File: src/rtl/lsu_mem_initiator_pkg.sv
// Shared encodings and FSM states for the load/store initiator.
// Size codes equal the data_memory maskmode codes, so MASK_WORD is SIZE_W.
package lsu_mem_initiator_pkg;

  localparam logic [1:0] SIZE_B    = 2'b00;
  localparam logic [1:0] SIZE_H    = 2'b01;
  localparam logic [1:0] SIZE_W    = 2'b10;
  localparam logic [1:0] SIZE_X    = 2'b11;
  localparam logic [1:0] MASK_WORD = SIZE_W;

  typedef enum logic [1:0] {
    ST_IDLE = 2'b00,
    ST_RD   = 2'b01,
    ST_WR   = 2'b10,
    ST_RESP = 2'b11
  } state_e;

  // Illegal size, or a half/word whose address is not naturally aligned.
  function automatic logic is_bad_access(logic [1:0] size, logic [1:0] addr_lo);
    case (size)
      SIZE_B:  return 1'b0;
      SIZE_H:  return addr_lo[0];
      SIZE_W:  return |addr_lo;
      default: return 1'b1;
    endcase
  endfunction

endpackage

File: src/rtl/lsu_lane_align.sv
// Lane alignment: extracts and extends a sub-word load from a memory word,
// and merges right-aligned store data into the addressed lane of a word.
module lsu_lane_align
  import lsu_mem_initiator_pkg::*;
(
  input  logic [31:0] data,
  input  logic [31:0] wdata,
  input  logic [1:0]  addr_lo,
  input  logic [1:0]  size,
  input  logic        is_unsigned,
  output logic [31:0] rdata_ext,
  output logic [31:0] merged
);

  logic [7:0]  byte_lane;
  logic [15:0] half_lane;

  assign byte_lane = data[{addr_lo, 3'b000} +: 8];
  assign half_lane = data[{addr_lo[1], 4'b0000} +: 16];

  // NOTE: every output of a combinational block gets a default first, so no
  // path through the case leaves a value held (which would infer a latch).
  always_comb begin
    rdata_ext = '0;
    merged    = data;
    case (size)
      SIZE_B: begin
        rdata_ext = is_unsigned ? {24'h0, byte_lane} : {{24{byte_lane[7]}}, byte_lane};
        merged[{addr_lo, 3'b000} +: 8] = wdata[7:0];
      end
      SIZE_H: begin
        rdata_ext = is_unsigned ? {16'h0, half_lane} : {{16{half_lane[15]}}, half_lane};
        merged[{addr_lo[1], 4'b0000} +: 16] = wdata[15:0];
      end
      SIZE_W: begin
        rdata_ext = data;
        merged    = wdata;
      end
      default: ;
    endcase
  end

endmodule

File: src/rtl/lsu_mem_initiator.sv
// Load/store initiator: one request at a time, word-mode memory accesses,
// sub-word stores done as read-modify-write, misaligned requests flagged.
module lsu_mem_initiator
  import lsu_mem_initiator_pkg::*;
#(
  parameter int DATA_WIDTH = 32,
  parameter int ADDR_WIDTH = 32
) (
  input  logic                  clk,
  input  logic                  reset,
  input  logic                  req_valid,
  output logic                  req_ready,
  input  logic                  req_we,
  input  logic [1:0]            req_size,
  input  logic                  req_unsigned,
  input  logic [ADDR_WIDTH-1:0] req_addr,
  input  logic [DATA_WIDTH-1:0] req_wdata,
  output logic                  rsp_valid,
  output logic [DATA_WIDTH-1:0] rsp_rdata,
  output logic                  rsp_err,
  output logic                  mem_read,
  output logic                  mem_write,
  output logic [1:0]            mem_maskmode,
  output logic                  mem_sext,
  output logic [ADDR_WIDTH-1:0] mem_address,
  output logic [DATA_WIDTH-1:0] mem_wdata,
  input  logic [DATA_WIDTH-1:0] mem_rdata
);

  state_e                state_q, state_d;
  logic                  we_q, uns_q, err_q;
  logic [1:0]            size_q;
  logic [ADDR_WIDTH-1:0] addr_q;
  logic [DATA_WIDTH-1:0] wdata_q, data_q;
  logic [DATA_WIDTH-1:0] rdata_ext, merged;
  logic                  accept, bad_req;

  assign accept  = req_valid && req_ready;
  assign bad_req = is_bad_access(req_size, req_addr[1:0]);

  // NOTE: sequential state uses non-blocking assignments so every register
  // samples pre-edge values regardless of statement order.
  always_ff @(posedge clk or posedge reset) begin
    if (reset) begin
      state_q <= ST_IDLE;
      we_q    <= 1'b0;
      uns_q   <= 1'b0;
      err_q   <= 1'b0;
      size_q  <= '0;
      addr_q  <= '0;
      wdata_q <= '0;
      data_q  <= '0;
    end else begin
      state_q <= state_d;
      if (accept) begin
        we_q    <= req_we;
        uns_q   <= req_unsigned;
        err_q   <= bad_req;
        size_q  <= req_size;
        addr_q  <= req_addr;
        wdata_q <= req_wdata;
      end
      if (state_q == ST_RD) data_q <= mem_rdata;
    end
  end

  always_comb begin
    state_d = state_q;
    case (state_q)
      ST_IDLE: begin
        if (accept) begin
          if (bad_req)              state_d = ST_RESP;
          else if (!req_we)         state_d = ST_RD;
          else if (req_size == SIZE_W) state_d = ST_WR;
          else                      state_d = ST_RD;
        end
      end
      ST_RD:   state_d = we_q ? ST_WR : ST_RESP;
      ST_WR:   state_d = ST_RESP;
      ST_RESP: state_d = ST_IDLE;
      default: state_d = ST_IDLE;
    endcase
  end

  lsu_lane_align u_align (
    .data        (data_q),
    .wdata       (wdata_q),
    .addr_lo     (addr_q[1:0]),
    .size        (size_q),
    .is_unsigned (uns_q),
    .rdata_ext   (rdata_ext),
    .merged      (merged)
  );

  // Memory strobes come straight from the state register, so an async reset
  // withdraws them in the same instant.
  assign req_ready    = (state_q == ST_IDLE);
  assign rsp_valid    = (state_q == ST_RESP);
  assign rsp_err      = rsp_valid && err_q;
  assign rsp_rdata    = (rsp_valid && !we_q && !err_q) ? rdata_ext : '0;
  assign mem_read     = (state_q == ST_RD);
  assign mem_write    = (state_q == ST_WR);
  assign mem_maskmode = MASK_WORD;
  assign mem_sext     = 1'b0;
  assign mem_address  = {addr_q[ADDR_WIDTH-1:2], 2'b00};
  assign mem_wdata    = mem_write ? merged : '0;

endmodule

File: config.mk
export PLATFORM = sky130hd
export DESIGN_NAME = lsu_mem_initiator
export DESIGN_NICKNAME = d
export VERILOG_FILES = /design/src/rtl/lsu_mem_initiator_pkg.sv /design/src/rtl/lsu_lane_align.sv /design/src/rtl/lsu_mem_initiator.sv
export SDC_FILE = /design/constraint.sdc
export NUM_CORES = 1
export LEC_CHECK = 0
export ABC_AREA = 1
export ABC_CLOCK_PERIOD_IN_PS = 4400
export CAP_MARGIN = 25
export CORE_MARGIN = 5
export CORE_UTILIZATION = 49
export DETAILED_ROUTE_END_ITERATION = 7
export GPL_ROUTABILITY_DRIVEN = 0
export PLACE_DENSITY = 0.82
export SYNTH_ARGS = -nofsm -noshare
export SYNTH_HDL_FRONTEND = slang
export SYNTH_HIERARCHICAL = 1
export SYNTH_SLANG_ARGS = --single-unit
File: constraint.sdc
create_clock -name clk -period 4.4 [get_ports clk]
set_clock_uncertainty 0.15 [all_clocks]
set_input_delay 0.88 -clock clk [delete_from_list [all_inputs] [get_ports clk]]
set_output_delay 0.88 -clock clk [all_outputs]
set_load 0.005 [all_outputs]
==> results.sh <==
export IMPL_outcome="finished, final reports clean"
export IMPL_post_dp_cell_area_mm2=0.00913
export IMPL_maxSlewHeadroom=0.361
export IMPL_final_area_mm2=0.00943
export IMPL_via_count=7116
export IMPL_setup_viol=0
export IMPL_cp_start_kind="register"
export IMPL_yosysMostFrequentCell="nand2_1"
export IMPL_rsz0062_at_grt="no"
export IMPL_period_needed_ns=3.88
export IMPL_critPathArrivalTime_ns=2.85
export IMPL_reg2reg_depth=4
export IMPL_hold_viol_final=0
export IMPL_via_per_inst=5.29
export IMPL_syn_avg_cell_area_um2=7.26
export IMPL_start_util=0.503
export IMPL_ant_nets=0
export IMPL_path_clk_slew_ns=0.08
export IMPL_grt_pass1_vias=6800
export IMPL_cts_resized=0
export IMPL_max_slew_worst_pin_slew_ns=0.958
export IMPL_holdBufCountCts=0
export IMPL_cts_buffers=9
export IMPL_pwr_share_seq=0.287
export IMPL_drt_iter0_drc=762
export IMPL_syn_area_mm2=0.00733
export IMPL_wire_per_inst_um=16.4
export IMPL_grt_pass1_wl_um=35600
export IMPL_power_switching_uw=3280
export IMPL_hold_path_class="register to register"
export IMPL_clockBufferDepth=2
export IMPL_synth_area_leader_cell="dfrtp_1"
export IMPL_grt_antenna_before_repair=0
export IMPL_combPwrFrac=0.602
export IMPL_track_usage=0.249
export IMPL_power_density_mw_per_mm2=750
export IMPL_die_area_mm2=0.0175
export IMPL_syn_inst=1010
export IMPL_wl_um=22100
export IMPL_grt_max_degree=74
export IMPL_critPathMaxFanout=24
export IMPL_ys_flop_type="dfrtp_1"
export IMPL_die_height_um=132
export IMPL_max_stage_delay_ns=0.56
export IMPL_fmax_mhz=257
export IMPL_synth_edf_count=0
export IMPL_drv_slew=0
export IMPL_path_common_cell="nand2_1"
export IMPL_async_reset_ff_frac=1.00
export IMPL_place_inst=1328
export IMPL_hpwl_um=16400
export IMPL_internal_power_uw=3790
export IMPL_n_antenna_cell=0
export IMPL_crit_chain="inv_1, nand2_1, nor2_1, nand2_1, nand2_1, nand2_2, nand2_1, inv_1, nor2_1, clkdlybuf4s50_1"
export IMPL_switching_share=0.464
export IMPL_max_cap_viol_count=0
export IMPL_cts_sinks=103
export IMPL_ir_worst_vdd_mv=0.501
export IMPL_crit_family="simple AND/OR/NAND/NOR gates"
export IMPL_post_route_period_util=0.883
export IMPL_ys_types=34
export IMPL_post_route_cells_drive_above_1_share=0.122
export IMPL_core_mm2=0.0146
export IMPL_yosysSeqAreaShare=0.351
export IMPL_io_buffers=201
export IMPL_synth_area_top_cells="dfrtp_1, nand2_1, mux2_2"
export IMPL_die_x_um=132
export IMPL_cts_setup_buffers=0
export IMPL_ys_seq_elements=103
export IMPL_hold_path_depth=1
export IMPL_leakagePower_uw=0.00477
export IMPL_setup_tns_ns=0
export IMPL_grt_ovfl_total=0
export IMPL_clk_latency_ns=0.37
export IMPL_tritoncts="yes"
export IMPL_crit_type="register to primary output"
export IMPL_worst_path_stages=10
export IMPL_drc_errors=0
export IMPL_cts_max_level=3
export IMPL_clkPwrFrac=0.111
export IMPL_crit_buf_inv=3
export IMPL_synth_warnings=6
export IMPL_root_buffer="clkbuf_16"
export IMPL_synth_common_cells="nand2_1, inv_1, dfrtp_1"
export IMPL_nets=1269
export IMPL_finalNonFillerCells=1344
export IMPL_fillers=1292
export IMPL_yosysTopAreaCellShare=0.351
export IMPL_required_ns=3.37
export IMPL_drt_pass1_iterations=6
export IMPL_num_rows=44
export IMPL_cp_slowest_cell="dfrtp_1"
export IMPL_end_kind="primary output"
export IMPL_io_pins=207
export IMPL_area_growth_synth_to_final_pct=28.6
==> worst paths after layout <==
check | from | end | slack [ns]
max in group asynchronous | reset | addr_q[1] | 2.58
max reg2reg | state_q[0] | addr_q[20] | 2.21
min | addr_q[3] | addr_q[3] | 0.36
max | size_q[1] | rsp_rdata[19] | 0.52
min reg2reg | addr_q[3] | addr_q[3] | 0.36
min in group asynchronous | reset | addr_q[14] | 0.76
==> stage by stage <==
| step | hold WS [ns] | power [µW] | worst slack [ns] | utilization |
|---|---|---|---|---|
| 2_1_floorplan | 0.304 | 4840 | 0.666 | - |
| 3_3_place_gp | 0.328 | 6130 | 0.977 | 0.625 |
| 3_5_place_dp | 0.343 | 6190 | 0.897 | 0.625 |
| 4_1_cts | 0.359 | 7010 | 0.492 | 0.645 |
| 5_1_grt | 0.373 | 7690 | 0.268 | 0.647 |
| 6_report | 0.357 | 7080 | 0.515 | 0.647 |
==> power groups by stage <==
| stage | clock (µW) | sequential, µW | combinational [µW] |
|---|---|---|---|
| 5_1_grt | 853 | 2080 | 4750 |
| 6_report | 783 | 2030 | 4260 |
| 4_1_cts | 799 | 2010 | 4200 |
| 2_1_floorplan | 0 | 1750 | 3090 |
| 3_5_place_dp | 0 | 2020 | 4170 |
| 3_3_place_gp | 0 | 2000 | 4120 |
==> layout by cell type (no fill, tap or decap), types with 2 or more instances in the layout <==
cell type / count
conb_1: 5
buf_4: 9
nor2_1: 88
o211ai_1: 6
o21ai_0: 39
nand2_2: 3
inv_6: 3
mux2_2: 92
inv_2: 6
ha_1: 10
nand3_1: 31
dfrtp_1: 102
mux2_4: 4
a21oi_1: 42
clkbuf_16: 9
clkinv_1: 6
a22oi_1: 10
nand2_1: 338
clkdlybuf4s50_1: 201
inv_1: 133
o21ai_1: 2
nand4_1: 4
inv_4: 2
==> layer usage <==
layer	GRT usage	part of all wire	vias to the layer above
li1	-	-	3379
met3	0.0924	0.13	72
met1	0.321	0.40	3221
met5	0	0	-
met4	0.0899	0.041	0
met2	0.384	0.44	444
==> sequential cells by signal, summed over array words and instances, names as in the netlist <==
signal   flops
wdata_q     32
addr_q      32
state_q      2
we_q         1
data_q      32
err_q        1
size_q       2
uns_q        1
==> area by class of cell <==
class / instances / area [µm²] / area share
multi-input cells: 683 / 3660 / 0.388
flip-flops and latches: 103 / 2580 / 0.273
repair buffers: 212 / 2130 / 0.225
inverters: 147 / 557 / 0.0590
well taps: 184 / 230 / 0.0244
clock buffers: 9 / 225 / 0.0239
clock inverters: 6 / 55.1 / 0.00584
==> cell families after synthesis <==
logic type      after synthesis  synth area share
mux                          97             0.151
fa+ha+maj                    10            0.0171
compound gates              100            0.0742
other cells                   2           0.00102
buf+inv                     227             0.151
flops                       103             0.351
simple gates                471             0.254
No activity file was read; power rests on OpenSTA's default activity.
